$ cat src/rtl/uart_sample_packetizer_pkg.sv
// Shared definitions for the UART sample packetizer: state encoding, sizing helpers
// and the byte-wide checksum helper.
package uart_sample_packetizer_pkg;

    localparam logic [7:0] SYNC_BYTE_DEFAULT = 8'hA5;

    typedef enum logic [1:0] {
        ST_IDLE = 2'd0,
        ST_SEND = 2'd1,
        ST_WAIT = 2'd2
    } state_t;

    // Bytes needed to carry one sample (MSB zero-extended to a whole byte).
    function automatic int calc_bps(input int sample_width);
        return (sample_width + 7) / 8;
    endfunction

    function automatic logic [7:0] xor_fold(input logic [7:0] acc, input logic [7:0] data);
        return acc ^ data;
    endfunction

endpackage

$ cat src/rtl/uart_sample_packetizer_sync_fifo.sv
// Synchronous FIFO with registered count/full/empty and show-ahead read data.
module sync_fifo #(
    parameter int WIDTH = 16,
    parameter int DEPTH = 16
) (
    input  logic                     clk,
    input  logic                     reset,
    input  logic                     push,
    input  logic                     pop,
    input  logic [WIDTH-1:0]         wr_data,
    output logic [WIDTH-1:0]         rd_data,
    output logic [$clog2(DEPTH):0]   count,
    output logic                     full,
    output logic                     empty
);

    localparam int AW = (DEPTH > 1) ? $clog2(DEPTH) : 1;
    localparam int CW = $clog2(DEPTH) + 1;

    logic [WIDTH-1:0] mem_r [DEPTH];
    logic [AW-1:0]    wr_ptr_r;
    logic [AW-1:0]    rd_ptr_r;
    logic [CW-1:0]    count_r;
    logic [CW-1:0]    count_nx_s;
    logic             full_r;
    logic             empty_r;
    logic             push_ok_s;
    logic             pop_ok_s;

    assign push_ok_s = push && !full_r;
    assign pop_ok_s  = pop && !empty_r;

    // Next occupancy; simultaneous push and pop leave it unchanged.
    always_comb begin
        count_nx_s = count_r;
        if (push_ok_s && !pop_ok_s) begin
            count_nx_s = count_r + CW'(1);
        end else if (pop_ok_s && !push_ok_s) begin
            count_nx_s = count_r - CW'(1);
        end else begin
            count_nx_s = count_r;
        end
    end

    // Storage array, written on accepted pushes only.
    always_ff @(posedge clk) begin
        if (push_ok_s) begin
            mem_r[wr_ptr_r] <= wr_data;
        end
    end

    // Pointers and registered status flags; pointers wrap naturally at DEPTH.
    always_ff @(posedge clk) begin
        if (reset) begin
            wr_ptr_r <= {AW{1'b0}};
            rd_ptr_r <= {AW{1'b0}};
            count_r  <= {CW{1'b0}};
            full_r   <= 1'b0;
            empty_r  <= 1'b1;
        end else begin
            if (push_ok_s) begin
                wr_ptr_r <= wr_ptr_r + AW'(1);
            end
            if (pop_ok_s) begin
                rd_ptr_r <= rd_ptr_r + AW'(1);
            end
            count_r <= count_nx_s;
            full_r  <= (count_nx_s == CW'(DEPTH));
            empty_r <= (count_nx_s == CW'(0));
        end
    end

    assign rd_data = mem_r[rd_ptr_r];
    assign count   = count_r;
    assign full    = full_r;
    assign empty   = empty_r;

endmodule

$ cat src/rtl/uart_sample_packetizer.sv
// Buffers capture-path samples and frames them as SYNC, sample bytes MSB-first, XOR checksum,
// handing one byte at a time to uart_tx and waiting for each tx_done.
module uart_sample_packetizer
    import uart_sample_packetizer_pkg::*;
#(
    parameter int         SAMPLE_WIDTH       = 16,
    parameter int         SAMPLES_PER_PACKET = 4,
    parameter int         FIFO_DEPTH         = 16,
    parameter logic [7:0] SYNC_BYTE          = SYNC_BYTE_DEFAULT
) (
    input  logic                    clk,
    input  logic                    reset,
    input  logic                    s_valid,
    input  logic [SAMPLE_WIDTH-1:0] s_data,
    output logic                    s_ready,
    output logic                    tx_data_valid,
    output logic [7:0]              tx_byte,
    input  logic                    tx_active,
    input  logic                    tx_done,
    output logic                    overflow,
    output logic                    busy
);

    localparam int BPS      = calc_bps(SAMPLE_WIDTH);
    localparam int LAST_IDX = SAMPLES_PER_PACKET * BPS + 1;
    localparam int IDX_W    = $clog2(LAST_IDX + 1);
    localparam int POS_W    = (BPS > 1) ? $clog2(BPS) : 1;
    localparam int CNT_W    = $clog2(FIFO_DEPTH) + 1;
    localparam logic [POS_W-1:0] POS_LAST = POS_W'(BPS - 1);

    state_t                  state_r;
    state_t                  state_nx_s;
    logic [IDX_W-1:0]        idx_r;
    logic [IDX_W-1:0]        idx_nx_s;
    logic [POS_W-1:0]        pos_r;
    logic [POS_W-1:0]        pos_nx_s;
    logic [7:0]              cksum_r;
    logic [7:0]              cksum_nx_s;
    logic                    tx_data_valid_r;
    logic [7:0]              tx_byte_r;
    logic                    busy_r;
    logic                    overflow_r;
    logic                    launch_s;
    logic [7:0]              launch_byte_s;
    logic                    pop_s;
    logic                    push_s;
    logic [SAMPLE_WIDTH-1:0] head_s;
    logic [CNT_W-1:0]        fifo_count_s;
    logic                    fifo_full_s;
    logic                    fifo_empty_s;
    logic [BPS*8-1:0]        padded_s;
    logic [7:0]              sample_byte_s;

    assign push_s = s_valid && !fifo_full_s;

    sync_fifo #(
        .WIDTH (SAMPLE_WIDTH),
        .DEPTH (FIFO_DEPTH)
    ) u_fifo (
        .clk     (clk),
        .reset   (reset),
        .push    (push_s),
        .pop     (pop_s),
        .wr_data (s_data),
        .rd_data (head_s),
        .count   (fifo_count_s),
        .full    (fifo_full_s),
        .empty   (fifo_empty_s)
    );

    // Byte mux: pos_r counts down from the MSB byte of the head sample.
    always_comb begin
        padded_s                   = {(BPS*8){1'b0}};
        padded_s[SAMPLE_WIDTH-1:0] = head_s;
        sample_byte_s              = 8'(padded_s >> {pos_r, 3'b000});
    end

    // Next-state, launch and byte-sequencing logic.
    always_comb begin
        state_nx_s    = state_r;
        idx_nx_s      = idx_r;
        pos_nx_s      = pos_r;
        cksum_nx_s    = cksum_r;
        launch_s      = 1'b0;
        launch_byte_s = tx_byte_r;
        pop_s         = 1'b0;
        case (state_r)
            ST_IDLE: begin
                if (fifo_count_s >= CNT_W'(SAMPLES_PER_PACKET)) begin
                    state_nx_s = ST_SEND;
                    idx_nx_s   = IDX_W'(0);
                    pos_nx_s   = POS_LAST;
                    cksum_nx_s = 8'h00;
                end else begin
                    state_nx_s = ST_IDLE;
                end
            end
            ST_SEND: begin
                if (!tx_active) begin
                    launch_s   = 1'b1;
                    state_nx_s = ST_WAIT;
                    if (idx_r == IDX_W'(0)) begin
                        launch_byte_s = SYNC_BYTE;
                    end else if (idx_r == IDX_W'(LAST_IDX)) begin
                        launch_byte_s = cksum_r;
                    end else begin
                        launch_byte_s = sample_byte_s;
                        cksum_nx_s    = xor_fold(cksum_r, sample_byte_s);
                        pop_s         = (pos_r == POS_W'(0)) && !fifo_empty_s;
                    end
                end else begin
                    state_nx_s = ST_SEND;
                end
            end
            ST_WAIT: begin
                if (tx_done) begin
                    if (idx_r == IDX_W'(LAST_IDX)) begin
                        state_nx_s = ST_IDLE;
                    end else begin
                        state_nx_s = ST_SEND;
                        idx_nx_s   = idx_r + IDX_W'(1);
                        // SYNC does not consume a sample byte position.
                        if (idx_r != IDX_W'(0)) begin
                            pos_nx_s = (pos_r == POS_W'(0)) ? POS_LAST : pos_r - POS_W'(1);
                        end else begin
                            pos_nx_s = pos_r;
                        end
                    end
                end else begin
                    state_nx_s = ST_WAIT;
                end
            end
            default: begin
                state_nx_s = ST_IDLE;
            end
        endcase
    end

    // State, sequencing counters and registered outputs.
    always_ff @(posedge clk) begin
        if (reset) begin
            state_r         <= ST_IDLE;
            idx_r           <= IDX_W'(0);
            pos_r           <= POS_LAST;
            cksum_r         <= 8'h00;
            tx_data_valid_r <= 1'b0;
            tx_byte_r       <= 8'h00;
            busy_r          <= 1'b0;
            overflow_r      <= 1'b0;
        end else begin
            state_r         <= state_nx_s;
            idx_r           <= idx_nx_s;
            pos_r           <= pos_nx_s;
            cksum_r         <= cksum_nx_s;
            tx_data_valid_r <= launch_s;
            tx_byte_r       <= launch_byte_s;
            busy_r          <= (state_nx_s != ST_IDLE);
            overflow_r      <= overflow_r | (s_valid & fifo_full_s);
        end
    end

    assign s_ready       = !fifo_full_s;
    assign tx_data_valid = tx_data_valid_r;
    assign tx_byte       = tx_byte_r;
    assign busy          = busy_r;
    assign overflow      = overflow_r;

endmodule
$ cat config.mk
export PLATFORM = sky130hd
export DESIGN_NAME = uart_sample_packetizer
export DESIGN_NICKNAME = d
export VERILOG_FILES = /design/src/rtl/uart_sample_packetizer_pkg.sv /design/src/rtl/uart_sample_packetizer_sync_fifo.sv /design/src/rtl/uart_sample_packetizer.sv
export SDC_FILE = /design/constraint.sdc
export NUM_CORES = 1
export LEC_CHECK = 0
export ABC_AREA = 1
export CAP_MARGIN = 20
export CORE_ASPECT_RATIO = 1.75
export CORE_MARGIN = 4
export CORE_UTILIZATION = 68
export CTS_CLUSTER_DIAMETER = 200
export DETAILED_ROUTE_END_ITERATION = 16
export DONT_BUFFER_PORTS = 1
export GPL_ROUTABILITY_DRIVEN = 0
export PLACE_DENSITY = 0.9
export SYNTH_ARGS = -nofsm -noshare
export SYNTH_HDL_FRONTEND = slang
export SYNTH_SLANG_ARGS = --single-unit
$ cat constraint.sdc
create_clock -name clk -period 3.8 [get_ports clk]
set_clock_uncertainty 0.2 [all_clocks]
set_input_delay 0.76 -clock clk [delete_from_list [all_inputs] [get_ports clk]]
set_output_delay 0.76 -clock clk [all_outputs]
set_load 0.01 [all_outputs]
Word-level counts from Yosys, hierarchy flattened. Memories as Yosys holds them, arrays and structs flattened. A register that Yosys moved wholly into a read port is not among the register bits. Index checks and enable logic that the tools add are counted.

Add/subtract/negate cells: 6. Magnitude comparators: 1. Equal/unequal tests: 11. Shift operators: 1. Multiplexer cells: 33. Bitwise operators: 6. Reduce and logical (&&, ||, !) cells: 22.

Operator list (number): $mux W8 (6); $mux W4 (5); $pmux W8 S2 (1); $shr A16 B4 Y8 (1); $mux W1 (14); $ne A2 B2 Y1 const B (7); $add A4 B1 Y4 const B (3); $mux W5 (2); $reduce_and A5 Y1 (2); $pmux W4 S2 (1); $xor A8 B8 Y8 (1); $logic_and A1 B1 Y1 (6); $pmux W2 S3 (1); $reduce_bool A2 Y1 (3); $add A5 B1 Y5 const B (1); $eq A5 B5 Y1 const B (1); $ge A5 B3 Y1 const B (1); $logic_not A5 Y1 (1); $sub A5 B1 Y5 const B (1); $eq A4 B4 Y1 const B (1); $logic_not A1 Y1 (4); $logic_not A4 Y1 (1); $mux W2 (2); $reduce_and A4 Y1 (1); 11 further kinds (13).

Register bits after elaboration: 41. RAM bits: 256. Bits of input ports: 21. Output and inout bits: 12. Logic and storage cells: 94. Memories kept: 1.

Memory list: u_fifo.mem_r (depth 16, width 16, read ports 1, clocked after memory_dff 1, write ports 1, line uart_sample_packetizer_sync_fifo.sv:20) `logic [WIDTH-1:0] mem_r [DEPTH];`.

Logic depth before layout (Yosys ltp).
Word-level depth: 11. Mapped depth: 13. Gate-level depth less buffers: 13.

Hierarchy. From an unflattened synthesis, not the netlist that was laid out.

Cell total of the unflattened synthesis: 1172. Area total of the unflattened synthesis: 12867.3 um2.

Modules (own cells, without submodules): sync_fifo (times used 1, cells each 956, area each 11355.9 um2, seq. area each 8067.7 um2); uart_sample_packetizer (times used 1, cells each 216, area each 1511.4 um2, seq. area each 520.5 um2).

Least setup slack after synthesis. No wires, ideal clock.

Kind: input to register. Start point: input s_valid. End point: memory u_fifo.mem_r[0][0] (enable). Library setup time: 0.388 ns. Data arrival time: 1.956 ns. Data required time: 3.212 ns. Setup slack: 1.256 ns. Stages on the path: 4. Buffers on the path: 0. Path through: nand2_1 inv_1 nand2_1 nor2_1.

Cells in the longest elaborated chain, start to end: 4.

RTL lines: start, declared (line uart_sample_packetizer.sv:13) `input logic s_valid,`; $logic_and A1 B1 Y1 (line uart_sample_packetizer.sv:54) `assign push_s = s_valid && !fifo_full_s;`; $logic_and A1 B1 Y1 (line uart_sample_packetizer_sync_fifo.sv:30) `assign push_ok_s = push && !full_r;`; $mux W1 (line uart_sample_packetizer_sync_fifo.sv:47) `if (push_ok_s) begin`; $mux W1 (implied by the code) (line uart_sample_packetizer_sync_fifo.sv:48) `mem_r[wr_ptr_r] <= wr_data;`; end, declared (line uart_sample_packetizer_sync_fifo.sv:20).

No other way between the ends.

==> flow_summary.ini <==
[status]
status = complete, no violations

[floorplanning]
core_um2 = 18100
die_w_um = 111
die_area_um2 = 20800
die_y_um = 188
start_util = 0.693
num_rows = 65
num_io_pins = 33

[min_path]
hold_class = in -> reg
hold_depth = 1
hold_end = tx_byte[4]$_SDFFE_PP0P_
worstHoldStart = reset

[route]
wl_met2_mm = 16.5
wl_mm = 32.7
wl_met3_mm = 3.54
first_pass_iters = 7
topRoutingLayerUsed = met4
drcViolationCount = 0
viasPerCell = 6.58
ant_nets = 0
vias = 9178
wire_per_inst_um = 23.4
drt-initial-drc-count = 1582
wl_met1_mm = 9.63

[critical_path]
cp_cell_sequence = clkinv_2 -> buf_4 -> nand2_1 -> nand3_1 -> nand3_1 -> nand2_1 -> nand2_1 -> nand3_1 -> nand2_1 -> o21bai_1 -> inv_1 -> nor2_1
worst_path_largest_cell_delay_ns = 0.80
crit_buf_inv = 3
critPathCaptureType = register
critPathArrivalTime_ns = 3.10
cp_max_fo = 63
cp-start-kind = register
r2r-end = cksum_r[7]$_SDFFE_PP0P_
critPathSlowestCell = dfxtp_4
worstPathRequired_ns = 4.03
reg2reg_slack_ns = 0.93
path_common_cell = nand2_1
cp_top_family = simple AND/OR/NAND/NOR gates
reg2reg_depth = 12
crit_type = reg -> reg

[synth]
synth.top_cell.area_share = 0.612
yosys.area_share.simple = 0.237
yosysMostFrequentCell = nand2_1
synth_async_sr_flop_share = 0
netlist_area_um2 = 12600
post_synth_xor_area_fraction = 0.00558
yosys.cell_types.count = 39
yosysSeqAreaShare = 0.684
synth_cells = 1162
synth_fa_ha_area_frac = 0.0110
syn_area_per_cell_um2 = 10.8
synthFlopType = edfxtp_1
synth_top_area_cell = edfxtp_1
synth_compound_area_frac = 0.0261
synth_area_leaders = edfxtp_1 61%, nand2_1 11%, nand3_1 9.2%
synth_seq_cells = 301
synth_nets = 1194
synthMuxAreaShare = 0
synth_commonest_cells = 377 x nand2_1, 256 x edfxtp_1, 230 x nand3_1
yosysWarnings = 0
synth_edf_count = 256
synth_top_family_by_area = simple AND/OR/NAND/NOR gates

[clock_network]
numCtsBuffers = 25
clk_pin_slew_ns = 0.07
cts_htree_levels = 1
insertion_delay_ns = 0.53
cts_resized = 0
cts_tree = built
cts_setup_buffers = 0
cts_max_path_buffers = 3
cts_sinks = 301
cts-hold-fix-buffers = 0
cts_root_buffer = clkbuf_16

[power]
leakage_nw = 5.00
switchingPower_w = 0.00143
sw_frac_of_total = 0.208
clkPwrFrac = 0.415
p_int_w = 0.00546
ir_drop_uv = 574
powerDensity_nw_per_um2 = 505
combPwrFrac = 0.048
seqPwrFrac = 0.537

[timing]
rsz0062_at_grt = false
period_share = 0.754
tns_ns = 0
finalHoldWorstSlack_ns = 0.0886
relSlewSlack = 0.272
hold_viol_final = 0
fmax_mhz = 349
finalCriticalPeriod_ns = 2.87
worst_pin_slew_ns = 1.09
fin_ws_ns = 0.935
maxSlewViolCount = 0
finalSetupViolations = 0

[final_layout]
diodes = 0
area_growth_pct = 8.68
drive_gt1_frac = 0.0767
nNetsFinal = 1175
stdcell_area_um2 = 13600
fin_cells = 1395

[placed_design]
hpwl_mm = 18.8
post-place-ws_ns = 1.03
place_area_um2 = 12700
dp.cells = 1350
portBuffers = 0

[grt]
grt.total_usage = 0.314
overflow = 0
grt_pass1_vias = 9181
grt_max_degree = 68
grt_pass1_wl_mm = 50.2
antenna_found_initial = 0

[run]
drv_cap = 0
-- worst max path at each step --
| stage | end | start | depth (start not counted) |
|---|---|---|---|
| final | cksum_r[7]$_SDFFE_PP0P_ | register | 12 |
| after detailed placement | u_fifo.mem_r[0][10]$_DFFE_PP_ | s_valid | 4 |
| after CTS | cksum_r[7]$_SDFFE_PP0P_ | register | 11 |
| after global placement | u_fifo.mem_r[14][14]$_DFFE_PP_ | s_valid | 4 |
| after floorplan | u_fifo.mem_r[0][0]$_DFFE_PP_ | s_valid | 4 |
| after global routing | cksum_r[7]$_SDFFE_PP0P_ | register | 11 |
-- metal layers --
metal | vias up | track usage
met4 | 0 | 0.238
met3 | 226 | 0.0559
li1 | 3952 | -
met5 | - | 0
met1 | 4240 | 0.344
met2 | 760 | 0.539
-- sequential cells by signal (all words and copies together) (netlist names), named ones only --
name	flops
tx_byte	8
u_fifo.empty	1
idx_r	4
tx_data_valid	1
busy	1
cksum_r	8
u_fifo.mem_r	256
u_fifo.rd_ptr_r	4
u_fifo.count	5
overflow	1
u_fifo.wr_ptr_r	4
u_fifo.full	1
pos_r	1
state_r	2
-- placed cells by master, fill, tap and decap left out, types with 2 or more instances in the layout --
cell type	n
o21a_1	2
nor2_8	2
nand2_2	6
nor2_1	27
clkbuf_1	8
buf_4	9
nand4_1	9
inv_1	46
o21ai_1	2
dfxtp_1	43
ha_1	11
clkbuf_16	25
nand2_1	377
o21ai_0	11
xor2_1	7
nand3_1	230
bufinv_16	6
nor2_2	18
a21oi_1	33
inv_2	2
edfxtp_1	256
clkbuf_8	4
nand2_4	2
a211oi_1	2
-- power groups by stage --
stage,clock network [W],registers [W],logic [W]
after CTS,0.00283,0.00370,0.000327
final,0.00286,0.00370,0.000332
after detailed placement,0,0.00377,0.000318
after floorplan,0,0.00376,0.000240
after global routing,0.00300,0.00370,0.000371
after global placement,0,0.00377,0.000304
-- cell type report --
cell class                 count  area [um2]
clock buffer                  37         711
multi-input combinational    754        3550
tap                          234         293
timing repair buffer          11         115
inverter                      50         189
fill                        1016        4490
clock inverter                 8         196
sequential                   301        8590
-- cells by family (layout without fill, tap and decap cells) --
logic type,after synthesis,in the layout
buf+inv,107,106
compound gates,57,57
simple gates,678,678
xor+xnor,8,8
fa+ha+maj,11,11
flops,301,301
-- worst register-to-register path, stage by stage (launching register included) --
cell and delay (ns):
dfxtp_4 0.80, clkinv_2 0.16, buf_4 0.36, nand2_1 0.22, nand3_1 0.11, nand3_1 0.15
nand2_1 0.13, nand2_1 0.10, nand3_1 0.21, nand2_1 0.16, o21bai_1 0.07, inv_1 0.06
nor2_1 0.04
-- through the flow --
stage          total power, W  utilization
5_1_grt               0.00707        0.753
3_5_place_dp          0.00409        0.703
4_1_cts               0.00686        0.753
2_1_floorplan         0.00400            -
6_report              0.00689        0.753
3_3_place_gp          0.00407        0.701
No activity file was read; power rests on OpenSTA's default activity.
